`config.mk`:
```
export PLATFORM = sky130hd
export DESIGN_NAME = fft_frame_loader
export DESIGN_NICKNAME = d
export VERILOG_FILES = /design/src/rtl/fft_pkg.sv /design/src/rtl/fft_frame_bank.sv /design/src/rtl/fft_frame_loader.sv
export SDC_FILE = /design/constraint.sdc
export NUM_CORES = 1
export LEC_CHECK = 0
export ABC_AREA = 1
export BUFFER_PORTS_ARGS = -buffer_cell sky130_fd_sc_hd__clkbuf_2
export CAP_MARGIN = 10
export CORE_MARGIN = 2
export CORE_UTILIZATION = 50
export CTS_CLUSTER_SIZE = 28
export DETAILED_ROUTE_END_ITERATION = 10
export GPL_ROUTABILITY_DRIVEN = 0
export PLACE_DENSITY = 0.7
export REMOVE_ABC_BUFFERS = 1
export SLEW_MARGIN = 20
export SYNTH_ARGS = -nofsm -noshare
export SYNTH_HDL_FRONTEND = slang
export SYNTH_SLANG_ARGS = --single-unit
```
`constraint.sdc`:
```
create_clock -name clk -period 3.6 [get_ports clk]
set_input_delay 0.36 -clock clk [delete_from_list [all_inputs] [get_ports clk]]
set_output_delay 0.36 -clock clk [all_outputs]
set_load 0.05 [all_outputs]
```
`src/rtl/fft_pkg.sv`:
```
// Shared constants and helpers for the 16-point FFT datapath and its frame loader.
package fft_pkg;

  localparam int FFT_N     = 16;
  localparam int FFT_LOG2N = 4;
  localparam int FFT_W     = 16;

  typedef enum logic {
    LOADER_FILL = 1'b0,
    LOADER_HOLD = 1'b1
  } loader_state_e;

  // Mirrors the index bits; the core uses the same routine for its output ordering.
  function automatic logic [FFT_LOG2N-1:0] bitrev(input logic [FFT_LOG2N-1:0] k);
    logic [FFT_LOG2N-1:0] r;
    r = '0;
    for (int b = 0; b < FFT_LOG2N; b++) begin
      r[b] = k[FFT_LOG2N-1-b];
    end
    return r;
  endfunction

endpackage

```
`src/rtl/fft_frame_bank.sv`:
```
// One frame of complex samples: single write port, whole frame read out as packed buses.
module fft_frame_bank
  import fft_pkg::*;
#(
  parameter int W     = FFT_W,
  parameter int N     = FFT_N,
  parameter int LOG2N = FFT_LOG2N
) (
  input  logic             clk_i,
  input  logic             rst_ni,
  input  logic             we_i,
  input  logic [LOG2N-1:0] addr_i,
  input  logic [W-1:0]     re_i,
  input  logic [W-1:0]     im_i,
  output logic [N*W-1:0]   re_o,
  output logic [N*W-1:0]   im_o
);

  logic [W-1:0] re_q [N];
  logic [W-1:0] im_q [N];

  always_ff @(posedge clk_i or negedge rst_ni) begin
    if (!rst_ni) begin
      for (int i = 0; i < N; i++) begin
        re_q[i] <= '0;
        im_q[i] <= '0;
      end
    end else if (we_i) begin
      re_q[addr_i] <= re_i;
      im_q[addr_i] <= im_i;
    end
  end

  always_comb begin
    re_o = '0;
    im_o = '0;
    for (int s = 0; s < N; s++) begin
      re_o[s*W +: W] = re_q[s];
      im_o[s*W +: W] = im_q[s];
    end
  end

endmodule

```
`src/rtl/fft_frame_loader.sv`:
```
// Assembles a serial sample stream into ping-pong frames for the FFT core and
// toggles new_input_flag each time a completed frame is presented.
module fft_frame_loader
  import fft_pkg::*;
#(
  parameter int W           = FFT_W,
  parameter int N           = FFT_N,
  parameter int LOG2N       = FFT_LOG2N,
  parameter bit BIT_REVERSE = 1'b0
) (
  input  logic           clk,
  input  logic           rst,
  input  logic           in_valid,
  output logic           in_ready,
  input  logic [W-1:0]   in_real,
  input  logic [W-1:0]   in_imag,
  input  logic           flush,
  input  logic           frame_ack,
  output logic [N*W-1:0] out_real,
  output logic [N*W-1:0] out_imag,
  output logic           new_input_flag,
  output logic           frame_valid
);

  loader_state_e    state_q;
  logic [LOG2N-1:0] wr_idx_q;
  logic             wr_bank_q;
  logic             pres_bank_q;
  logic             frame_valid_q;
  logic             flag_q;

  logic             accept;
  logic             last;
  logic             swap;
  logic [LOG2N-1:0] wr_slot;
  logic [N*W-1:0]   bank0_re, bank0_im, bank1_re, bank1_im;

  // A flush in the same cycle as a sample drops the sample, so it never reaches a bank.
  assign in_ready = (state_q == LOADER_FILL);
  assign accept   = in_valid && in_ready && !flush;
  assign last     = (wr_idx_q == LOG2N'(N-1));
  assign swap     = !flush &&
                    ((accept && last && (!frame_valid_q || frame_ack)) ||
                     (state_q == LOADER_HOLD && frame_ack));
  assign wr_slot  = BIT_REVERSE ? bitrev(wr_idx_q) : wr_idx_q;

  always_ff @(posedge clk or negedge rst) begin
    if (!rst) begin
      state_q       <= LOADER_FILL;
      wr_idx_q      <= '0;
      wr_bank_q     <= 1'b0;
      pres_bank_q   <= 1'b1;
      frame_valid_q <= 1'b0;
      flag_q        <= 1'b0;
    end else begin
      if (flush) begin
        wr_idx_q <= '0;
        state_q  <= LOADER_FILL;
      end else if (swap) begin
        wr_idx_q    <= '0;
        state_q     <= LOADER_FILL;
        wr_bank_q   <= ~wr_bank_q;
        pres_bank_q <= wr_bank_q;
      end else if (accept) begin
        wr_idx_q <= wr_idx_q + 1'b1;
        if (last) state_q <= LOADER_HOLD;
      end

      if (swap) begin
        frame_valid_q <= 1'b1;
        flag_q        <= ~flag_q;
      end else if (frame_ack) begin
        frame_valid_q <= 1'b0;
      end
    end
  end

  fft_frame_bank #(.W(W), .N(N), .LOG2N(LOG2N)) u_bank0 (
    .clk_i  (clk),
    .rst_ni (rst),
    .we_i   (accept && !wr_bank_q),
    .addr_i (wr_slot),
    .re_i   (in_real),
    .im_i   (in_imag),
    .re_o   (bank0_re),
    .im_o   (bank0_im)
  );

  fft_frame_bank #(.W(W), .N(N), .LOG2N(LOG2N)) u_bank1 (
    .clk_i  (clk),
    .rst_ni (rst),
    .we_i   (accept && wr_bank_q),
    .addr_i (wr_slot),
    .re_i   (in_real),
    .im_i   (in_imag),
    .re_o   (bank1_re),
    .im_o   (bank1_im)
  );

  assign out_real       = pres_bank_q ? bank1_re : bank0_re;
  assign out_imag       = pres_bank_q ? bank1_im : bank0_im;
  assign frame_valid    = frame_valid_q;
  assign new_input_flag = flag_q;

endmodule
```
# Word level (Yosys, flattened, before mapping)
# Index checks and enable logic that the tools add are counted.
[word_totals]
elab_cells = 115
out_inout_bits = 515
ff_bits = 1033
inputBits = 37
[op_classes]
reduce_logical = 19
eq_ne = 1
muxes = 17
n_lt_le_gt_ge = 2
bitwise_logic = 5
n_addsub = 1
[ops]
columns = ["operator", "count"]
rows = [
  ["bitwise mux 256 bit", 4],
  ["2-to-1 mux 256 bit", 2],
  ["demux 16 bit (select 4 bit)", 1],
  ["2-to-1 mux 16 bit", 1],
  ["2-to-1 mux 4 bit", 3],
  ["logical AND 1 bit", 9],
  ["2-to-1 mux 1 bit", 6],
  ["nonzero test 3 bit", 2],
  ["greater-or-equal comparator 5 bit (second input constant)", 1],
  ["< comparator 5 x 1 -> 1 bit (second input constant)", 1],
  ["NOT 4 -> 5 bit", 1],
  ["adder 4 x 1 -> 4 bit (second input constant)", 1],
  ["equality test 4 bit (second input constant)", 1],
  ["NOT 1 bit", 4],
  ["AND reduction 2 bit", 2],
  ["zero test 1 bit", 3],
  ["logical OR 1 bit", 2],
  ["nonzero test 2 bit", 1],
]

# Logic depth before layout (Yosys ltp)
# Gate-level depths: netlist of the first run.
[depth]
word_depth = 9
mapped_depth = 10
ltp_nobuf = 8

# Modules after synthesis
# From an unflattened synthesis of the first run, not the netlist that was laid out.
[hier_totals]
cells_unflattened = 5335
hier_area_um2 = 47568.1
[modules_own_cells]
columns = ["module", "area_per_inst_um2", "instances", "cells_each"]
rows = [
  ["fft_frame_bank", 20375.8, 2, 2356],
  ["fft_frame_loader", 6816.5, 1, 623],
]

# Worst setup path after synthesis of the first run
# Ideal clock, no wire load.
[synth_timing]
path_type = "reg-to-output"
startpoint = "register pres_bank_q"
endpoint = "output out_imag[186]"
required_time_ns = 3.240
stages_incl_launch_ff = 5
setup_slack_ns = 1.517
t_arrival_ns = 1.723
cell_sequence = "dfstp_2 clkbuf_1 clkbuf_1 buf_2 mux2_2"
[synth_between]
elab_chain_len = 1
[synth_rtl]
columns = ["element", "line", "source"]
rows = [
  ["from (decl)", "fft_frame_loader.sv:28", "logic pres_bank_q;"],
  ["from (signal assigned)", "fft_frame_loader.sv:63", "pres_bank_q <= wr_bank_q;"],
  ["2-to-1 mux 256 bit", "fft_frame_loader.sv:101", "assign out_imag = pres_bank_q ? bank1_im : bank0_im;"],
  ["to (decl)", "fft_frame_loader.sv:20", "output logic [N*W-1:0] out_imag,"],
]
# No other way between the ends.

# Final worst setup path of the first run
[layout_timing]
startpoint = "register pres_bank_q"
endpoint = "output out_imag[80]"
# Same word-level chain as after synthesis.

==> run metrics, run 1 <==
synth warn 0; Crit path required time 3.24 ns; HP Start in_imag[14]; Hold Slack around 0.060 ns; critical path launch point pres_bank_q$_DFFE_PN1P_; cell area after synthesis 0.04315 mm2; antenna violations before repair 1; TritonCTS Sinks around 1,000; synthesized flop and latch total around 1,000; Die ar. 0.08867 mm2; WP data arrival ~2.9 ns; FP Rows between 100 and 150; Setup TNS 0 ns; Vias 31,160; WL/cell approximately 21 um; Final Hold Fails 0; DP Wirelength 74.42 mm; vias in the first global route slightly above 30,000; CP Capture Type primary output; Worst R2R Setup Slack approximately 1.2 ns; first drt pass iteration count 5; Routed Antenna Nets 0; ratio of cells with drive above 1 in the final layout 29.94%; die width 297.8 um; endpoints failing setup 0; hold path endpoint u_bank0.im_o[222]$_DFFE_PN0P_; max-slew violation count 0; Hold Buf Count CTS 2; status completed; Hold Path Class in2reg; net load switching power between 7000 and 8000 uW; Synth cell types 23; # fillers 7,298; number of port buffers between 500 and 600; Combinational Power Share 12.1%; RR Endpoint u_bank0.re_o[79]$_DFFE_PN0P_; worst reg2reg startpoint state_q$_DFFE_PN0P_; WS Path Type reg2out; CTS tree yes; Vias/cell 5.459; # resized after CTS 0; Fmax 308.6 MHz; worst-margin pin slew 1.076 ns; number of buffers created by CTS 107; clk_lat worst skew between 0.6 and 0.7 ns; clock share of power 41.9%; Avg Cell Area, Syn 10.58 um2; gr usage total 26.99%; worst hold path cell count 3; Max-slew headroom between 20% and 30%; Root Buffer clkbuf_16; clock-pin slew on the worst setup and hold paths 0.06 ns; Area after DPL about 0.046 mm2; sequential element share of the synthesized area 59.90%; R2R depth 9; aggregate global routing overflow 0; htree depth 3; internal power 19,200 uW; final instance area 0.05004 mm2; worst ir drop on vdd between 0.4 and 0.5 mV; clk_skew 0.03552 ns; # IOs 552; worst-path maximum fanout 77; Critical Path Source Type register; Power Dens Cells 529.1 mW/mm2; sw frac a little over a quarter; RSZ-0062 raised after global routing no; part of the cycle the worst path needs around nine tenths; NumNets Final 4,518; Initial Util 50.52%; total setup buffers inserted after CTS 0; most frequent cells in the layout 1,042 x nand2_1, 1,032 x dfrtp_1, 779 x o21ai_0; largest net degree at the start of global routing approximately 130; post-layout min period 3.240 ns; Die Ht 297.8 um; most common cell after layout, fill and taps aside nand2_1; Max-Cap Viols 0; DRC 0; clk buf depth 3; Flop pwr share 46.0%; Routed Wire Length roughly 120 mm; Gate Count Post-Synth ~4,100; core area 0.08541 mm2; initial drt markers 2,535; Leakage 0.02464 uW; area grow syn2layout 15.95%; first-pass GRT wire length 186.4 mm
## worst max-delay path: stages, from the launching register on
cell and delay (ns):
dfstp_4 0.77, buf_12 0.25, buf_12 0.39, mux2_2 0.43, clkbuf_2 0.25
## through the flow
stage          worst slack [ns]  total power, uW  cells  util (%)
2_1_floorplan            -4.183            14500   3733         -
3_3_place_gp              1.073            15560   5510     54.35
3_5_place_dp              1.072            15590   5510     54.35
4_1_cts                  0.3462            26660   5706     58.57
5_1_grt                  0.2905            27380   5707     58.58
6_report                 0.3601            26470   5708     58.58
## cells in the mapped netlist, drive strengths merged
| cell type | count | area, um2 |
|---|---|---|
| mux2 | 512 | 5766 |
| a21oi | 4 | 20.02 |
| nand2 | 1076 | 4209 |
| buf | 172 | 1127 |
| dfrtp | 1032 | 25820 |
| nand3 | 7 | 35.03 |
| xor2 | 1 | 8.760 |
| nor2 | 23 | 118.9 |
| clkbuf | 175 | 656.9 |
| ha | 4 | 50.05 |
| clkinv | 1 | 3.750 |
| dfstp | 1 | 26.28 |
| inv | 46 | 172.7 |
| o21ai | 1026 | 5135 |
## layout make-up
type	count	area (um2)	area share [%]
multi-input cells	2653	15350	30.68
diodes	2	5.005	0.01000
flip-flops and latches	1033	25850	51.67
well taps	1144	1431	2.861
repair buffers	635	3628	7.252
clock buffers	165	3227	6.449
clock inverters	29	360.3	0.7202
inverters	47	176.4	0.3526
## power by group through the flow
stage	combinational [uW]	clock, uW	sequential, uW
after global routing	3380	11800	12200
after CTS	3220	11300	12200
after global placement	3180	0	12400
after detailed placement	3200	0	12400
after floorplan	2170	0	12300
final	3190	11100	12200
## kinds of logic after synthesis
kind of cell	share of synthesized area, %
multiplexers	13.36
AND/OR/NAND/NOR	10.11
XOR/XNOR	0.02030
buffers and inverters	4.543
adder cells (fa/ha/maj)	0.1160
flip-flops	59.90
AO/OA/AOI/OAI	11.95
## how the worst max path moves through the flow
stage / end / slack (ns) / depth (start not counted)
after floorplan: out_imag[0] / -4.18 / 1
final: out_imag[80] / 0.36 / 4
after global placement: out_imag[81] / 1.07 / 4
after CTS: out_imag[81] / 0.35 / 4
after global routing: out_imag[81] / 0.29 / 4
after detailed placement: out_imag[81] / 1.07 / 4
## per-layer routing
layer	track usage [%]	routed length [um]	up-vias
met5	0	0	-
met4	10.03	4550	0
met3	4.507	7638	221
met2	42.04	55530	1033
met1	38.24	52240	15470
li1	-	-	14440
## sequential cells by signal, summed over array words and instances (netlist names)
register        flops
frame_valid         1
new_input_flag      1
pres_bank_q         1
state_q             1
u_bank0.im_o      256
u_bank0.re_o      256
u_bank1.im_o      256
u_bank1.re_o      256
wr_bank_q           1
wr_idx_q            4
Power figures use the tool's default switching activity.
==> run 2: changes to the inputs <==
--- a/config.mk
+++ b/config.mk
@@ -9,11 +9,10 @@
 export BUFFER_PORTS_ARGS = -buffer_cell sky130_fd_sc_hd__clkbuf_2
 export CAP_MARGIN = 10
 export CORE_MARGIN = 2
-export CORE_UTILIZATION = 50
+export CORE_UTILIZATION = 40
 export CTS_CLUSTER_SIZE = 28
 export DETAILED_ROUTE_END_ITERATION = 10
 export GPL_ROUTABILITY_DRIVEN = 0
-export PLACE_DENSITY = 0.7
 export REMOVE_ABC_BUFFERS = 1
 export SLEW_MARGIN = 20
 export SYNTH_ARGS = -nofsm -noshare
==> run metrics, run 2 (synthesized netlist as in run 1, its figures left out) <==
Worst path depth 4; critical path launch point pres_bank_q$_DFFE_PN1P_; Seq. cell area 0.02585 mm2; DP Wirelength 82.39 mm; Worst R2R Setup Slack 1.06 ns; WL/cell between 20 and 25 um; DRC 0; most frequent cells in the layout 1,042 x nand2_1, 1,032 x dfrtp_1, 779 x o21ai_0; # resized after CTS 0; Fmax 311.3 MHz; vias in the first global route between 30,000 and 40,000; FP Rows between 100 and 150; clk_skew roughly 0.018 ns; Flop pwr share about 44%; WS Path Type reg2out; worst-margin pin slew 1.124 ns; RSZ-0062 raised after global routing no; CP Capture Type primary output; clock-pin slew on the worst setup and hold paths 0.06 ns; WP data arrival ~2.9 ns; antenna violations before repair 9; largest net degree at the start of global routing 106; most frequent cell on the critical path buf_12; Crit path required time 3.24 ns; post-layout min period 3.213 ns; Power Dens Cells about 540 mW/mm2; Combinational Power Share 11.6%; Routed Wire Length 129.8 mm; endpoints failing setup 0; Root Buffer clkbuf_16; clk_lat worst skew ~0.7 ns; initial drt markers between 2,000 and 2,500; R2R depth 9; worst ir drop on vdd 0.3573 mV; worst-path maximum fanout 44; Vias/cell roughly 5.1; Final Hold Fails 0; TritonCTS Sinks 1,033; Die ar. 0.1105 mm2; area occupied by multi-input gates 0.01535 mm2; clk buf depth 3; Critical Path Source Type register; Hold Path Class in2reg; net load switching power 7399 uW; die width around 330 um; HP Start in_imag[14]; Crit path largest cell delay about 0.85 ns; ratio of cells with drive above 1 in the final layout 30.50%; Die Ht 332.5 um; CP Cell Sequence buf_12 > buf_12 > mux2_2 > clkbuf_2; fin util 47.61%; htree depth 3; # IOs 552; core area 0.1071 mm2; first drt pass iteration count 5; Hold Buf Count CTS 5; Vias 30,720; clock share of power 44.0%; Max-slew headroom between 20% and 30%; final instance area 0.05097 mm2; Crit path buffers/inverters 3; worst reg2reg startpoint state_q$_DFFE_PN0P_; Initial Util 40.31%; first-pass GRT wire length 198.4 mm; Area after DPL 0.04702 mm2; max-slew violation count 0; status completed; Critical-path top delay cell dfstp_4; Hold Slack 0.04923 ns; area grow syn2layout 18.12%; # fillers 10,040; most common cell after layout, fill and taps aside nand2_1; Critical Path End out_imag[6]; number of port buffers 551; RR Endpoint u_bank1.im_o[217]$_DFFE_PN0P_; Setup TNS 0 ns; Routed Antenna Nets 0; Max-Cap Viols 0; number of buffers created by CTS between 100 and 150; critical path's top delay family flip-flops; aggregate global routing overflow 0; total setup buffers inserted after CTS 0; gr usage total 23.50%; Leakage 0.02501 uW; internal power 20,080 uW; sw frac 26.93%; NumNets Final 4,552; part of the cycle the worst path needs 89.24%; CTS tree yes
==> run 2: how the worst min path moves through the flow <==
stage | depth (start not counted) | slack (ns) | endpoint
2_1_floorplan | 0 | 0.06 | frame_valid$_DFFE_PN0P_
3_3_place_gp | 2 | 0.46 | u_bank1.im_o[75]$_DFFE_PN0P_
3_5_place_dp | 2 | 0.47 | u_bank1.im_o[175]$_DFFE_PN0P_
4_1_cts | 3 | 0.004 | u_bank1.im_o[94]$_DFFE_PN0P_
5_1_grt | 3 | 0.05 | u_bank1.im_o[94]$_DFFE_PN0P_
6_report | 3 | 0.05 | u_bank1.im_o[62]$_DFFE_PN0P_
==> run 2: metal layers <==
metal | wire (um) | vias up | track usage [%]
met4 | 5322 | 6 | 9.081
met5 | 41 | - | 0
met1 | 55650 | 15160 | 30.98
met2 | 60960 | 785 | 37.81
li1 | - | 14530 | -
met3 | 7858 | 231 | 5.224
==> run 2: power by group through the flow <==
stage | clock network, uW | logic (uW) | registers (uW)
2_1_floorplan | 0 | 2170 | 12300
3_3_place_gp | 0 | 3180 | 12400
3_5_place_dp | 0 | 3200 | 12400
4_1_cts | 12400 | 3220 | 12200
5_1_grt | 12800 | 3390 | 12200
6_report | 12100 | 3180 | 12200
==> run 2: through the flow <==
stage,power (uW),worst slack [ns],instances
after CTS,27770,0.3265,6003
after global placement,15580,1.023,5797
after floorplan,14500,-4.183,3733
final,27480,0.3873,6006
after global routing,28450,0.2793,6003
after detailed placement,15600,0.9995,5797
==> run 2: area by class of cell <==
type	count	area share (%)
repair buffers	666	7.713
well taps	1403	3.444
diodes	3	0.01473
multi-input cells	2653	30.12
clock inverters	38	1.078
clock buffers	163	6.564
flip-flops and latches	1033	50.72
inverters	47	0.3461
==> run 2: worst reg2reg max path, stage by stage, from the launching register on <==
cell	delay, ns
dfrtp_1	0.40
inv_2	0.07
nand2_2	0.09
inv_2	0.11
nand2_4	0.10
nor2_8	0.41
nand2_2	0.66
buf_4	0.43
nand2_1	0.06
o21ai_0	0.08
